[config.mk]
export PLATFORM = sky130hd
export DESIGN_NAME = bfp_bw_tracker_flat
export DESIGN_NICKNAME = d
export VERILOG_FILES = /design/src/rtl/bfp_bw_tracker_if.sv /design/src/rtl/bfp_bw_tracker.sv /design/src/flat_wrapper.sv
export SDC_FILE = /design/constraint.sdc
export NUM_CORES = 1
export LEC_CHECK = 0
export CORE_UTILIZATION = 54
export CTS_CLUSTER_SIZE = 30
export DETAILED_ROUTE_END_ITERATION = 8
export GPL_ROUTABILITY_DRIVEN = 1
export PLACE_DENSITY = 0.85
export SYNTH_ARGS = -nofsm -noshare
export SYNTH_HDL_FRONTEND = slang
export SYNTH_SLANG_ARGS = --single-unit
[constraint.sdc]
create_clock -name clk -period 5.85 [get_ports clk]
set_clock_uncertainty 0.05 [all_clocks]
set_input_delay 1.17 -clock clk [delete_from_list [all_inputs] [get_ports clk]]
set_output_delay 1.17 -clock clk [all_outputs]
set_load 0.02 [all_outputs]
[src/rtl/bfp_bw_tracker_if.sv]
// rtl/bfp_bw_tracker_if.sv - sample stream bundle feeding the bit-width tracker (sample_ovf present with BFP_BW_TRACKER_OVF_EN)
interface bfp_bw_tracker_if #(
  parameter int FFT_DW = 16
);
  logic                     sample_valid;
  logic signed [FFT_DW-1:0] sample_re;
  logic signed [FFT_DW-1:0] sample_im;
  logic                     sample_last;
`ifdef BFP_BW_TRACKER_OVF_EN
  logic                     sample_ovf;
`endif

  modport master (
    output sample_valid,
    output sample_re,
    output sample_im,
`ifdef BFP_BW_TRACKER_OVF_EN
    output sample_ovf,
`endif
    output sample_last
  );

  modport slave (
    input sample_valid,
    input sample_re,
    input sample_im,
`ifdef BFP_BW_TRACKER_OVF_EN
    input sample_ovf,
`endif
    input sample_last
  );
endinterface

[src/rtl/bfp_bw_tracker.sv]
// rtl/bfp_bw_tracker.sv - per-pass maximum sample bit-width tracker for block floating point FFT (option: BFP_BW_TRACKER_OVF_EN)
module bfp_bw_tracker #(
  parameter int FFT_DW            = 16,
  parameter int FFT_MAX_BIT_WIDTH = 5,
  parameter int FFT_STAGES        = 9
) (
  input  logic                         clk,
  input  logic                         reset_n,
  input  logic                         frame_start,
  bfp_bw_tracker_if.slave              s,
  output logic                         init,
  output logic [FFT_MAX_BIT_WIDTH-1:0] bw_init,
  output logic                         update,
  output logic [FFT_MAX_BIT_WIDTH-1:0] bw_new,
  output logic                         busy,
  output logic                         frame_done
);

  localparam int PCW = $clog2(FFT_STAGES + 1);

  typedef enum logic [1:0] {IDLE, ADC, STAGE} state_t;

  state_t                       state;
  logic [PCW-1:0]               pass_cnt;

  logic                         a_valid;
  logic                         a_last;
  logic                         a_ovf;
  logic [FFT_MAX_BIT_WIDTH-1:0] a_width;

  logic [FFT_MAX_BIT_WIDTH-1:0] run_max;
  logic                         run_ovf;
  logic                         b_last;

  logic                         accept;
  logic                         ovf_in;
  logic [FFT_MAX_BIT_WIDTH-1:0] samp_w;
  logic [FFT_MAX_BIT_WIDTH-1:0] base_max;
  logic                         base_ovf;
  logic [FFT_MAX_BIT_WIDTH-1:0] next_max;
  logic [FFT_MAX_BIT_WIDTH-1:0] rep_val;

  // Magnitude bits excluding sign: negative values are measured on their complement
  function automatic logic [FFT_MAX_BIT_WIDTH-1:0] mag_width(input logic [FFT_DW-1:0] x);
    logic [FFT_DW-1:0] m;
    m = x[FFT_DW-1] ? ~x : x;
    mag_width = '0;
    for (int i = 0; i < FFT_DW; i++) begin
      if (m[i]) mag_width = FFT_MAX_BIT_WIDTH'(i + 1);
    end
  endfunction

`ifdef BFP_BW_TRACKER_OVF_EN
  assign ovf_in = s.sample_ovf;
`else
  assign ovf_in = 1'b0;
`endif

  // A sample coinciding with frame_start belongs to the aborted frame and is dropped
  assign accept = s.sample_valid && (state != IDLE) && !frame_start;

  // Sample width, pass-boundary restart of the running max, and the report value
  always_comb begin
    samp_w   = (mag_width(s.sample_re) > mag_width(s.sample_im)) ?
               mag_width(s.sample_re) : mag_width(s.sample_im);
    base_max = b_last ? '0 : run_max;
    base_ovf = b_last ? 1'b0 : run_ovf;
    next_max = (a_width > base_max) ? a_width : base_max;
    rep_val  = run_ovf ? FFT_MAX_BIT_WIDTH'(FFT_DW) : run_max;
  end

  // Stage A: register width and flags of every accepted sample; frame_start flushes it
  always_ff @(posedge clk or negedge reset_n) begin
    if (!reset_n) begin
      a_valid <= 1'b0;
      a_last  <= 1'b0;
      a_ovf   <= 1'b0;
      a_width <= '0;
    end else begin
      a_valid <= accept;
      if (accept) begin
        a_width <= samp_w;
        a_last  <= s.sample_last;
        a_ovf   <= ovf_in;
      end
    end
  end

  // Stage B running max plus the pass FSM; b_last marks that run_max now holds a finished pass
  always_ff @(posedge clk or negedge reset_n) begin
    if (!reset_n) begin
      state      <= IDLE;
      pass_cnt   <= '0;
      run_max    <= '0;
      run_ovf    <= 1'b0;
      b_last     <= 1'b0;
      init       <= 1'b0;
      update     <= 1'b0;
      busy       <= 1'b0;
      frame_done <= 1'b0;
      bw_init    <= '0;
      bw_new     <= '0;
    end else begin
      init       <= 1'b0;
      update     <= 1'b0;
      frame_done <= 1'b0;
      if (frame_start) begin
        state    <= ADC;
        pass_cnt <= '0;
        busy     <= 1'b1;
        run_max  <= '0;
        run_ovf  <= 1'b0;
        b_last   <= 1'b0;
      end else begin
        if (a_valid) begin
          run_max <= next_max;
          run_ovf <= base_ovf | a_ovf;
          b_last  <= a_last;
        end else begin
          run_max <= base_max;
          run_ovf <= base_ovf;
          b_last  <= 1'b0;
        end
        if (b_last) begin
          case (state)
            ADC: begin
              init     <= 1'b1;
              bw_init  <= rep_val;
              state    <= STAGE;
              pass_cnt <= PCW'(1);
            end
            STAGE: begin
              update <= 1'b1;
              bw_new <= rep_val;
              if (pass_cnt == PCW'(FFT_STAGES)) begin
                state      <= IDLE;
                busy       <= 1'b0;
                frame_done <= 1'b1;
              end else begin
                pass_cnt <= pass_cnt + 1'b1;
              end
            end
            default: ;
          endcase
        end
      end
    end
  end

endmodule

[src/flat_wrapper.sv]
// flat-port wrapper written by rule: the top's interface ports become plain ports
module bfp_bw_tracker_flat 
#(
  parameter int FFT_DW            = 16,
  parameter int FFT_MAX_BIT_WIDTH = 5,
  parameter int FFT_STAGES        = 9
)
  (clk, reset_n, frame_start, init, bw_init, update, bw_new, busy, frame_done, s_sample_valid, s_sample_re, s_sample_im, s_sample_last);
  bfp_bw_tracker_if #(.FFT_DW(FFT_DW)) s_i ();
  input  logic clk;
  input  logic reset_n;
  input  logic frame_start;
  output logic init;
  output logic [FFT_MAX_BIT_WIDTH-1:0] bw_init;
  output logic update;
  output logic [FFT_MAX_BIT_WIDTH-1:0] bw_new;
  output logic busy;
  output logic frame_done;
  input wire logic [$bits(s_i.sample_valid)-1:0] s_sample_valid;
  input wire logic [$bits(s_i.sample_re)-1:0] s_sample_re;
  input wire logic [$bits(s_i.sample_im)-1:0] s_sample_im;
  input wire logic [$bits(s_i.sample_last)-1:0] s_sample_last;
  assign s_i.sample_valid = s_sample_valid;
  assign s_i.sample_re = s_sample_re;
  assign s_i.sample_im = s_sample_im;
  assign s_i.sample_last = s_sample_last;
  bfp_bw_tracker #(.FFT_DW(FFT_DW), .FFT_MAX_BIT_WIDTH(FFT_MAX_BIT_WIDTH), .FFT_STAGES(FFT_STAGES)) u_core (.clk(clk), .reset_n(reset_n), .frame_start(frame_start), .s(s_i), .init(init), .bw_init(bw_init), .update(update), .bw_new(bw_new), .busy(busy), .frame_done(frame_done));
endmodule
; After elaboration in Yosys (flattened, before gate mapping)
; Index checks and enable logic that the tools add are counted.
[totals]
ff_bits = 34
in_bits = 37
out_inout_bits = 14
[op_classes]
addsub = 1
n_lt_le_gt_ge = 2
eq_ne = 5
n_mux = 66
bitwise = 3
reduce_logical = 13
[ops]
columns = op, count
row1 = 5-bit 2-to-1 mux, 22
row2 = 4-bit 2-to-1 mux, 11
row3 = 16-bit 2-to-1 mux, 2
row4 = 16-bit inverter, 2
row5 = 1-bit 2-to-1 mux, 20
row6 = 3-bit AND reduction, 5
row7 = 3-bit 2-to-1 mux, 4
row8 = 5-bit greater-than comparator, 2
row9 = 2-bit 2-to-1 mux, 5
row10 = 4-bit one-hot mux with 2 select lines, 1
row11 = 2-bit nonzero test, 4
row12 = "4-bit by 1-bit adder with 4-bit output, second input constant", 1
row13 = "4-bit equality test, second input constant", 1
row14 = 2-bit one-hot mux with 2 select lines, 1
row15 = "3-bit by 2-bit != test with 1-bit output, second input constant", 1
row16 = "3-bit != test, second input constant", 1
row17 = 3-bit nonzero test, 1
row18 = "2-bit by 1-bit equality test with 1-bit output, second input constant", 1
row19 = "2-bit equality test, second input constant", 1
row20 = 1-bit logical AND, 2
row21 = 1-bit logical NOT, 1
row22 = 1-bit inverter, 1

; Longest topological paths before layout
; Gate-level depths: netlist of run 1.
[depth]
word_depth = 20
ltp_mapped = 12
ltp_nobuf = 11

; Least setup slack after synthesis of run 1
; No wires, ideal clock.
[synth_path]
path_type = input to register
from = input port s_sample_im[15]
to = register u_core.a_width[1]
t_arrival_ns = 3.033
t_required_ns = 5.674
setup_slack_ns = 2.641
stages = 9
path_cell_list = or3_4 o22ai_2 a32oi_2 ha_1 nor2b_1 o211ai_1 a21oi_1 and2_1 a221o_1
[synth_via]
elab_chain_cells = 19
word_cells_on_any_way = 20
[synth_rtl]
columns = element, line_no
row1 = "start, declared", flat_wrapper.sv:21  ; input wire logic [$bits(s_i.sample_im)-1:0] s_sample_im;
row2 = 16-bit 2-to-1 mux (*), bfp_bw_tracker.sv:46  ; m = x[FFT_DW-1] ? ~x : x;
row3 = 1-bit 2-to-1 mux, bfp_bw_tracker.sv:49  ; if (m[i]) mag_width = FFT_MAX_BIT_WIDTH'(i + 1);
row4 = 2-bit 2-to-1 mux (2 in series), bfp_bw_tracker.sv:49
row5 = 3-bit 2-to-1 mux (4 in series), bfp_bw_tracker.sv:49
row6 = 4-bit 2-to-1 mux (8 in series), bfp_bw_tracker.sv:49
row7 = 5-bit 2-to-1 mux (*), bfp_bw_tracker.sv:49
row8 = 5-bit greater-than comparator, bfp_bw_tracker.sv:64  ; samp_w = (mag_width(s.sample_re) > mag_width(s.sample_im)) ?
row9 = 5-bit 2-to-1 mux (*), bfp_bw_tracker.sv:64
row10 = "end signal, assigned", bfp_bw_tracker.sv:82  ; a_width <= samp_w;
row11 = "end, declared", bfp_bw_tracker.sv:29  ; logic [FFT_MAX_BIT_WIDTH-1:0] a_width;
; Every way passes the cells marked *; elsewhere a longest branch is shown, timed or not.
; A chain may end at the register's enable or synchronous reset.

; Final worst setup path of run 1
[layout_path]
from = input port s_sample_im[15]
to = register u_core.a_width[3]
; The elaborated chain is that of the path after synthesis.

==> flow_metrics.py, run 1 <==
metrics = {
    "outcome": {
        "status": "finished clean",
    },
    "global_routing": {
        "grt_pass1_vias": 1897,
        "grt_overflow": 0,
        "grt.total_usage_pct": 22.9,
        "grt_max_degree": 33,
        "antenna_found_initial": 0,
        "grt_pass1_wl_um": 7740,
    },
    "logic_synthesis": {
        "ys_seq_elements": 32,
        "async_flop_share_pct": 100,
        "synth_cell_type_count": 53,
        "syn-cell-area_sq_um": 2220,
        "yosysTopAreaCell": "dfrtp_1",
        "netlist.area_leader.share_pct": 36.0,
        "ys_seq_area_share_pct": 36.0,
        "synthFlopType": "dfrtp_1",
        "yosys_warnings": 0,
        "synth_area_leaders": "dfrtp_1 36%, ha_1 5.6%, mux2_2 5.6%, nand2_1 4.9%, nand2b_1 3.4%",
        "synthCells": 249,
        "postSynthAreaPerCell_sq_um": 8.92,
        "synth_edf_count": 0,
        "syn_nets": 296,
    },
    "finish": {
        "nets": 348,
        "antenna_cells": 0,
        "synthToLayoutAreaGrowth_pct": 27.6,
        "drive_gt1_share_pct": 11.3,
        "final_util_pct": 74.6,
        "fin_area_sq_um": 2840,
    },
    "clock_tree": {
        "hold_buffers": 0,
        "post_cts_resized": 0,
        "numCtsBuffers": 5,
        "cts_buffer_depth": 2,
        "cts_sinks": 32,
        "postCtsSetupBuffers": 0,
        "htree_levels": 2,
        "clk_pin_slew_worst_paths_ns": 0.06,
        "tritoncts": "built",
        "clock_latency_ns": 0.28,
        "cts_root_buffer": "clkbuf_8",
    },
    "timing": {
        "finalSetupTns_ns": 0,
        "fin_crit_sh_pct": 66.8,
        "slew_viol_final": 0,
        "hold_viol": 0,
        "worst_slew_pin_slew_ns": 0.562,
        "setup_viol": 0,
        "finalCriticalPeriod_ns": 3.91,
        "max_freq_ghz": 0.256,
        "rsz0062_at_grt": "false",
        "slew_headroom_pct": 62.4,
    },
    "worst_setup_path": {
        "worstPathRequired_ns": 5.97,
        "worstPathMaxFanout": 16,
        "path_class": "input port to flip-flop",
        "start_kind": "input port",
        "crit_path_end_kind": "flip-flop",
        "arrival_ns": 4.02,
    },
    "min_path": {
        "hold_class": "flip-flop to flip-flop",
    },
    "detailed_routing": {
        "postRouteWirelength_um": 4230,
        "dr.pass1.iters": 4,
        "ant_nets": 0,
        "remaining_drc_errors": 0,
        "vias_per_cell": 5.61,
        "vias": 1964,
        "dr.first_iter.drc_count": 129,
        "wl_per_cell_um": 12.1,
    },
    "floorplan": {
        "dieHeight_um": 66.2,
        "die_w_um": 66.2,
        "core.rowCount": 22,
        "io_pins": 51,
        "core_sq_um": 3800,
        "start_util_pct": 58.5,
        "die_area_sq_um": 4380,
    },
    "power_and_ir_drop": {
        "leakage_nw": 1.20,
        "peakVddDrop_uv": 85.8,
        "power.density_nw_per_um2": 196,
        "fin_total_pwr_mw": 0.555,
    },
    "placement": {
        "dpl-instance-area_sq_um": 2740,
        "gp_congestion": 0.843,
        "io_buffers": 50,
        "dp_hpwl_um": 3360,
    },
    "run": {
        "maxCapViolations": 0,
    },
}
## cells in the final DEF (no fill, tap or decap), types with 2 or more instances in the layout
cell type        instances
a21o_1                   3
a21oi_1                 11
a221o_1                  4
a22oi_1                  3
a2bb2oi_1                3
a311oi_1                 2
a31oi_1                  2
and2_1                   3
and3_1                   4
clkbuf_8                 6
clkdlybuf4s50_1         50
clkinv_2                 2
dfrtp_1                 32
ha_1                    10
inv_1                   15
mux2_2                  11
mux2i_1                  5
nand2_1                 29
nand2b_1                12
nand3_1                  6
nand3_2                  2
nand4_1                  4
nor2_1                  18
nor2_2                   2
nor2b_1                  6
nor3_1                   9
nor3_2                   2
o21a_1                   2
o21ai_0                 15
o21bai_1                 2
o22ai_1                  2
o22ai_2                  2
or2_2                    2
## power breakdown
group / internal, mW / switching (mW) / total [mW]
combinational: 0.0705 / 0.0671 / 0.138
sequential: 0.237 / 0.0116 / 0.248
clock: 0.0936 / 0.0756 / 0.169
total: 0.401 / 0.154 / 0.555
## logic make-up after synthesis
group	after synthesis	share of synthesized area (%)
AND/OR/NAND/NOR	106	25.2
AO/OA/AOI/OAI	64	20.7
flip-flops	32	36.0
buffers and inverters	21	4.67
multiplexers	16	7.83
adder cells (fa/ha/maj)	10	5.63
## registers in the layout, indices dropped and copies added (netlist names), 2 cells and up
name / count
u_core.run_max: 5
u_core.state: 2
u_core.pass_cnt: 4
u_core.bw_new: 5
u_core.a_width: 4
u_core.bw_init: 5
## routing by layer
metal | up-vias | global-route usage [%] | share of wire, %
met5 | - | 0 | 0
met4 | 0 | 9.31 | 2.2
met3 | 9 | 4.31 | 4.3
met2 | 56 | 41.7 | 48
met1 | 892 | 26.1 | 45
li1 | 1007 | - | -
## worst paths after layout
kind | depth (start not counted) | endpoint | slack (ns) | start
setup / recovery | 10 | u_core.a_width[3] | 1.94 | s_sample_im[15]
hold / removal | 2 | u_core.busy | 0.45 | u_core.busy
setup reg to reg | 7 | u_core.run_max[1] | 3.71 | u_core.b_last
hold reg to reg | 2 | u_core.busy | 0.45 | u_core.busy
max in group asynchronous | 2 | u_core.bw_new[0] | 4.24 | reset_n
min in group asynchronous | 2 | u_core.pass_cnt[3] | 1.23 | reset_n
## metrics by stage
stage | cells | setup WS (ns) | hold WS (ns)
floorplan | 249 | 2.64 | 0.389
global placement | 342 | 1.78 | 0.407
detailed placement | 342 | 1.68 | 0.410
CTS | 350 | 1.98 | 0.452
global route | 350 | 1.76 | 0.466
finish | 350 | 1.94 | 0.448
## worst max-delay path: stages
cell	delay (ns)
clkdlybuf4s50_1	0.66
or3_4	0.51
o22ai_2	0.18
a32oi_2	0.15
ha_1	0.31
nor2b_1	0.14
o211ai_1	0.09
a21oi_1	0.39
mux2i_1	0.15
mux2_2	0.28
## synthesized netlist by cell type, types with 3 or more instances
| master | n |
|---|---|
| nand3_1 | 6 |
| nor2b_1 | 6 |
| nand2_1 | 29 |
| nor2_1 | 18 |
| a221o_1 | 4 |
| mux2_2 | 11 |
| inv_1 | 15 |
| a2bb2oi_1 | 3 |
| a21o_1 | 3 |
| nand4_1 | 4 |
| and3_1 | 4 |
| and2_1 | 3 |
| a22oi_1 | 3 |
| mux2i_1 | 5 |
| ha_1 | 10 |
| dfrtp_1 | 32 |
| a21oi_1 | 11 |
| nand2b_1 | 12 |
| buf_6 | 3 |
| nor3_1 | 9 |
| o21ai_0 | 15 |
## final cells by class
cell class	count	area (sq um)
Clock inverter	2	10.0
Fill cell	281	963
Tap cell	48	60.1
Inverter	15	56.3
Clock buffer	6	82.6
Sequential cell	32	801
Multi-Input combinational cell	196	1320
Timing Repair Buffer	51	508
Note: power is estimated with default switching activity, not from simulation.
==> inputs of run 2 (changes only) <==
--- a/config.mk
+++ b/config.mk
@@ -5,11 +5,11 @@
 export SDC_FILE = /design/constraint.sdc
 export NUM_CORES = 1
 export LEC_CHECK = 0
-export CORE_UTILIZATION = 54
+export CORE_UTILIZATION = 50
 export CTS_CLUSTER_SIZE = 30
 export DETAILED_ROUTE_END_ITERATION = 8
 export GPL_ROUTABILITY_DRIVEN = 1
-export PLACE_DENSITY = 0.85
+export PLACE_DENSITY = 0.8
 export SYNTH_ARGS = -nofsm -noshare
 export SYNTH_HDL_FRONTEND = slang
 export SYNTH_SLANG_ARGS = --single-unit
==> constraint.sdc (replaced) <==
create_clock -name clk -period 3.6 [get_ports clk]
set_clock_uncertainty 0.05 [all_clocks]
set_input_delay 0.72 -clock clk [delete_from_list [all_inputs] [get_ports clk]]
set_output_delay 0.72 -clock clk [all_outputs]
set_load 0.02 [all_outputs]
==> flow_metrics.py, run 2 (synthesis results as in run 1) <==
metrics = {
    "outcome": {
        "status": "finished clean",
    },
    "global_routing": {
        "grt_max_degree": 33,
        "antenna_found_initial": 0,
        "grt_pass1_vias": 1750,
        "gr-max-usage-layer": "met2",
        "grt_overflow": 0,
        "grt_use_met2_pct": 36.3,
        "grt_pass1_wl_um": 7290,
        "met1_usage_pct": 24.0,
        "grt.total_usage_pct": 20.7,
        "met3_usage_pct": 4.28,
    },
    "worst_setup_path": {
        "max_stage_delay_ns": 0.61,
        "path_cells": "clkdlybuf4s50_1 -> nor3_1 -> a2bb2oi_1 -> a221o_1 -> ha_1 -> nor2b_1 -> o211ai_1 -> a21oi_1 -> mux2i_1 -> mux2_2",
        "arrival_ns": 3.38,
        "path_class": "input port to flip-flop",
        "slowest_stage": "clkdlybuf4s50_1",
        "crit_path_end_kind": "flip-flop",
        "start_kind": "input port",
        "worstPathRequired_ns": 3.72,
        "worstPathMaxFanout": 12,
        "rrSetupSlack_ns": 1.41,
    },
    "timing": {
        "rsz0062_at_grt": "false",
        "hold_slack_ns": 0.424,
        "max_freq_ghz": 0.307,
        "slew_viol_final": 0,
        "hold_viol": 0,
        "setup_viol": 0,
        "worst_slew_pin_slew_ns": 0.546,
        "fin_crit_sh_pct": 90.5,
        "finalCriticalPeriod_ns": 3.26,
        "finalSetupTns_ns": 0,
        "slew_headroom_pct": 63.4,
    },
    "clock_tree": {
        "cts_root_buffer": "clkbuf_8",
        "cts_buffer_depth": 2,
        "post_cts_resized": 0,
        "postCtsSetupBuffers": 0,
        "cts_sinks": 32,
        "clk_pin_slew_worst_paths_ns": 0.06,
        "numCtsBuffers": 5,
        "tritoncts": "built",
        "hold_buffers": 0,
        "clock_latency_ns": 0.28,
        "htree_levels": 2,
    },
    "detailed_routing": {
        "dr.first_iter.drc_count": 96,
        "vias_per_cell": 5.58,
        "remaining_drc_errors": 0,
        "ant_nets": 0,
        "dr.pass1.iters": 4,
        "wl_per_cell_um": 12.3,
        "vias": 1971,
        "postRouteWirelength_um": 4330,
    },
    "finish": {
        "fin_cells": 353,
        "nets": 350,
        "multi_input_area_sq_um": 1320,
        "drive_gt1_share_pct": 11.6,
        "antenna_cells": 0,
        "synthToLayoutAreaGrowth_pct": 28.5,
        "fillers": 367,
        "seq_area_sq_um": 801,
        "top_regs": "u_core.bw_init: 5 flops, u_core.bw_new: 5 flops, u_core.run_max: 5 flops",
        "layout_commonest_cell": "clkdlybuf4s50_1",
        "mostFrequentLayoutCells": "50 x clkdlybuf4s50_1, 32 x dfrtp_1, 29 x nand2_1",
    },
    "power_and_ir_drop": {
        "leakage_nw": 1.21,
        "fin_total_pwr_mw": 0.917,
        "peakVddDrop_uv": 137,
        "power.density_nw_per_um2": 321,
    },
    "floorplan": {
        "dieHeight_um": 68.7,
        "die_w_um": 68.7,
        "core.rowCount": 23,
        "io_pins": 51,
        "die_area_sq_um": 4710,
        "core_sq_um": 4140,
        "start_util_pct": 53.6,
    },
    "run": {
        "maxCapViolations": 0,
    },
    "placement": {
        "io_buffers": 50,
        "gp_congestion": 0.860,
        "dp.cells": 346,
        "dp_hpwl_um": 3390,
    },
    "min_path": {
        "hold_class": "flip-flop to flip-flop",
    },
}
-- run 2: changes by cell type in the layout (fill, tap and decap cells not counted), sizes merged --
cell,previous run,this run
clkbuf,6,7
buf,1,3
clkinv,2,0
-- run 2: critical path: cells and delay by family --
family                   cells  cell delay [ns]
adder cells (fa/ha/maj)      1             0.29
AND/OR/NAND/NOR              2             0.45
multiplexers                 2             0.42
buffers and inverters        1             0.61
AO/OA/AOI/OAI                4             0.89
-- run 2: metal layers --
| layer | part of all wire (%) | vias up |
|---|---|---|
| met3 | 4.2 | 8 |
| met5 | 0 | - |
| met4 | 1.6 | 0 |
| met1 | 45 | 890 |
| li1 | - | 1014 |
| met2 | 49 | 59 |
-- run 2: path summary, 6_finish.rpt --
kind | start | endpoint | depth (start not counted)
setup reg to reg | u_core.b_last | u_core.run_max[1] | 7
setup / recovery | s_sample_re[15] | u_core.a_width[3] | 10
hold / removal | u_core.a_last | u_core.a_last | 2
min in group asynchronous | reset_n | u_core.pass_cnt[3] | 2
max in group asynchronous | reset_n | u_core.a_width[1] | 2
hold reg to reg | u_core.a_last | u_core.a_last | 2
-- run 2: per-stage QoR --
stage	setup WS (ns)	utilization, %	instance area (sq um)
floorplan	0.841	-	2220
global placement	0.0928	66.6	2760
detailed placement	0.0640	66.6	2760
CTS	0.361	68.9	2860
global route	0.125	68.9	2860
finish	0.341	68.9	2860
-- run 2: final cells by class --
| type | count | share of cell area (%) |
|---|---|---|
| timing repair buffer | 53 | 18.3 |
| sequential | 32 | 28.0 |
| multi-input combinational | 196 | 46.1 |
| tap | 50 | 2.19 |
| inverter | 15 | 1.97 |
| clock buffer | 7 | 3.37 |
-- run 2: report_power, final --
| group | switching, mW | internal, mW | leakage (nW) |
|---|---|---|---|
| Sequential | 0.0186 | 0.385 | 0.416 |
| Clock | 0.119 | 0.170 | 0.0503 |
| Combinational | 0.109 | 0.115 | 0.746 |
==> inputs of run 3 (changes only) <==
--- a/config.mk
+++ b/config.mk
@@ -9,7 +9,7 @@
 export CTS_CLUSTER_SIZE = 30
 export DETAILED_ROUTE_END_ITERATION = 8
 export GPL_ROUTABILITY_DRIVEN = 1
-export PLACE_DENSITY = 0.8
+export PLACE_DENSITY = 0.91
 export SYNTH_ARGS = -nofsm -noshare
 export SYNTH_HDL_FRONTEND = slang
 export SYNTH_SLANG_ARGS = --single-unit
==> flow_metrics.py, run 3 (synthesis results as in run 1) <==
metrics = {
    "clock_tree": {
        "numCtsBuffers": 5,
        "clock_latency_ns": 0.28,
        "clk_pin_slew_worst_paths_ns": 0.07,
        "htree_levels": 2,
        "cts_buffer_depth": 2,
        "postCtsSetupBuffers": 0,
        "hold_buffers": 0,
        "cts_root_buffer": "clkbuf_8",
        "post_cts_resized": 0,
        "tritoncts": "built",
        "cts_sinks": 32,
    },
    "finish": {
        "drive_gt1_share_pct": 11.2,
        "layout_commonest_cell": "clkdlybuf4s50_1",
        "antenna_cells": 0,
        "nets": 350,
        "top_regs": "u_core.bw_init: 5 flops, u_core.bw_new: 5 flops, u_core.run_max: 5 flops",
        "mostFrequentLayoutCells": "50 x clkdlybuf4s50_1, 32 x dfrtp_1, 29 x nand2_1",
        "synthToLayoutAreaGrowth_pct": 28.3,
    },
    "detailed_routing": {
        "postRouteWirelength_um": 4570,
        "vias": 2070,
        "wl_per_cell_um": 12.9,
        "remaining_drc_errors": 0,
        "dr.first_iter.drc_count": 122,
        "vias_per_cell": 5.85,
        "ant_nets": 0,
        "dr.pass1.iters": 5,
    },
    "floorplan": {
        "start_util_pct": 53.6,
        "die_area_sq_um": 4710,
        "core.rowCount": 23,
        "dieHeight_um": 68.7,
        "core_sq_um": 4140,
        "io_pins": 51,
        "die_w_um": 68.7,
    },
    "power_and_ir_drop": {
        "leakage_nw": 1.21,
        "fin_total_pwr_mw": 0.915,
        "power.density_nw_per_um2": 321,
        "peakVddDrop_uv": 121,
    },
    "worst_setup_path": {
        "cp-startpoint": "s_sample_re[15]",
        "worstPathMaxFanout": 12,
        "path_cells": "clkdlybuf4s50_1 -> nor3_1 -> a2bb2oi_1 -> a221o_1 -> ha_1 -> nor2b_1 -> o211ai_1 -> a21oi_1 -> and2_1 -> a221o_1",
        "crit_top_cell": "a221o_1",
        "crit_path_end_kind": "flip-flop",
        "worstPathRequired_ns": 3.71,
        "slowest_stage": "clkdlybuf4s50_1",
        "path_class": "input port to flip-flop",
        "max_stage_delay_ns": 0.61,
        "rr_startpoint": "u_core.b_last",
        "arrival_ns": 3.40,
        "cp_top_family": "compound AO/OA/AOI/OAI gates",
        "start_kind": "input port",
        "critPathBufInv": 1,
    },
    "timing": {
        "max_freq_ghz": 0.304,
        "fin_crit_sh_pct": 91.2,
        "slew_headroom_pct": 64.6,
        "slew_viol_final": 0,
        "setup_viol": 0,
        "finalSetupTns_ns": 0,
        "finalCriticalPeriod_ns": 3.28,
        "worst_slew_pin_slew_ns": 0.531,
        "rsz0062_at_grt": "false",
        "hold_slack_ns": 0.438,
        "hold_viol": 0,
    },
    "placement": {
        "io_buffers": 50,
        "dp_hpwl_um": 3590,
        "gp_congestion": 0.847,
    },
    "global_routing": {
        "grt_max_degree": 33,
        "gr-max-usage-layer": "met2",
        "antenna_found_initial": 0,
        "met1_usage_pct": 24.1,
        "grt_use_met2_pct": 38.2,
        "grt_pass1_vias": 1857,
        "grt_overflow": 0,
        "grt_pass1_wl_um": 7590,
        "met3_usage_pct": 4.28,
        "grt.total_usage_pct": 21.6,
    },
    "min_path": {
        "min_from": "u_core.a_last",
        "hold_class": "flip-flop to flip-flop",
    },
    "outcome": {
        "status": "finished clean",
    },
    "run": {
        "maxCapViolations": 0,
    },
}
==> run 3: cell types whose count changed in the layout (fill, tap and decap cells not counted), sizes merged <==
cell    delta
clkbuf     +1
==> run 3: worst paths after layout <==
| kind | end | slack [ns] | depth (start not counted) |
|---|---|---|---|
| max | u_core.a_width[2] | 0.32 | 10 |
| min | u_core.a_last | 0.44 | 2 |
| max reg2reg | u_core.run_max[2] | 1.46 | 7 |
| min reg2reg | u_core.a_last | 0.44 | 2 |
| max in group asynchronous | u_core.bw_new[0] | 2.43 | 2 |
| min in group asynchronous | u_core.pass_cnt[3] | 0.78 | 2 |
==> run 3: per-stage QoR <==
step                      worst slack [ns]  area, sq um  util (%)  std cells
final                                0.316         2850      68.8        354
after global routing                 0.145         2850      68.8        354
after CTS                            0.333         2850      68.8        354
after detailed placement            0.0169         2760      66.6        346
after global placement               0.101         2760      66.6        346
after floorplan                      0.841         2220         -        249
==> run 3: cell type report <==
type / count / area (sq um)
Multi-Input combinational cell: 196 / 1320
Timing Repair Buffer: 53 / 523
Fill cell: 348 / 1290
Sequential cell: 32 / 801
Tap cell: 50 / 62.6
Clock buffer: 8 / 90.1
Inverter: 15 / 56.3
==> run 3: metal layers <==
| layer | vias up | part of all wire, % |
|---|---|---|
| li1 | 1015 | - |
| met1 | 971 | 44 |
| met2 | 75 | 49 |
| met3 | 9 | 4.7 |
| met4 | 0 | 2.1 |
| met5 | - | 0 |
==> run 3: worst register-to-register path, delay by kind of cell, from the launching register on <==
family | cells | cell delay, ns
compound gates | 3 | 0.64
fa+ha+maj | 1 | 0.30
flops | 1 | 0.49
mux | 1 | 0.25
simple gates | 2 | 0.35
==> run 3: power by group <==
group	leakage (nW)	internal, mW	switching [mW]
logic	0.746	0.116	0.111
registers	0.416	0.385	0.0220
clock network	0.0455	0.156	0.126
total	1.21	0.656	0.259
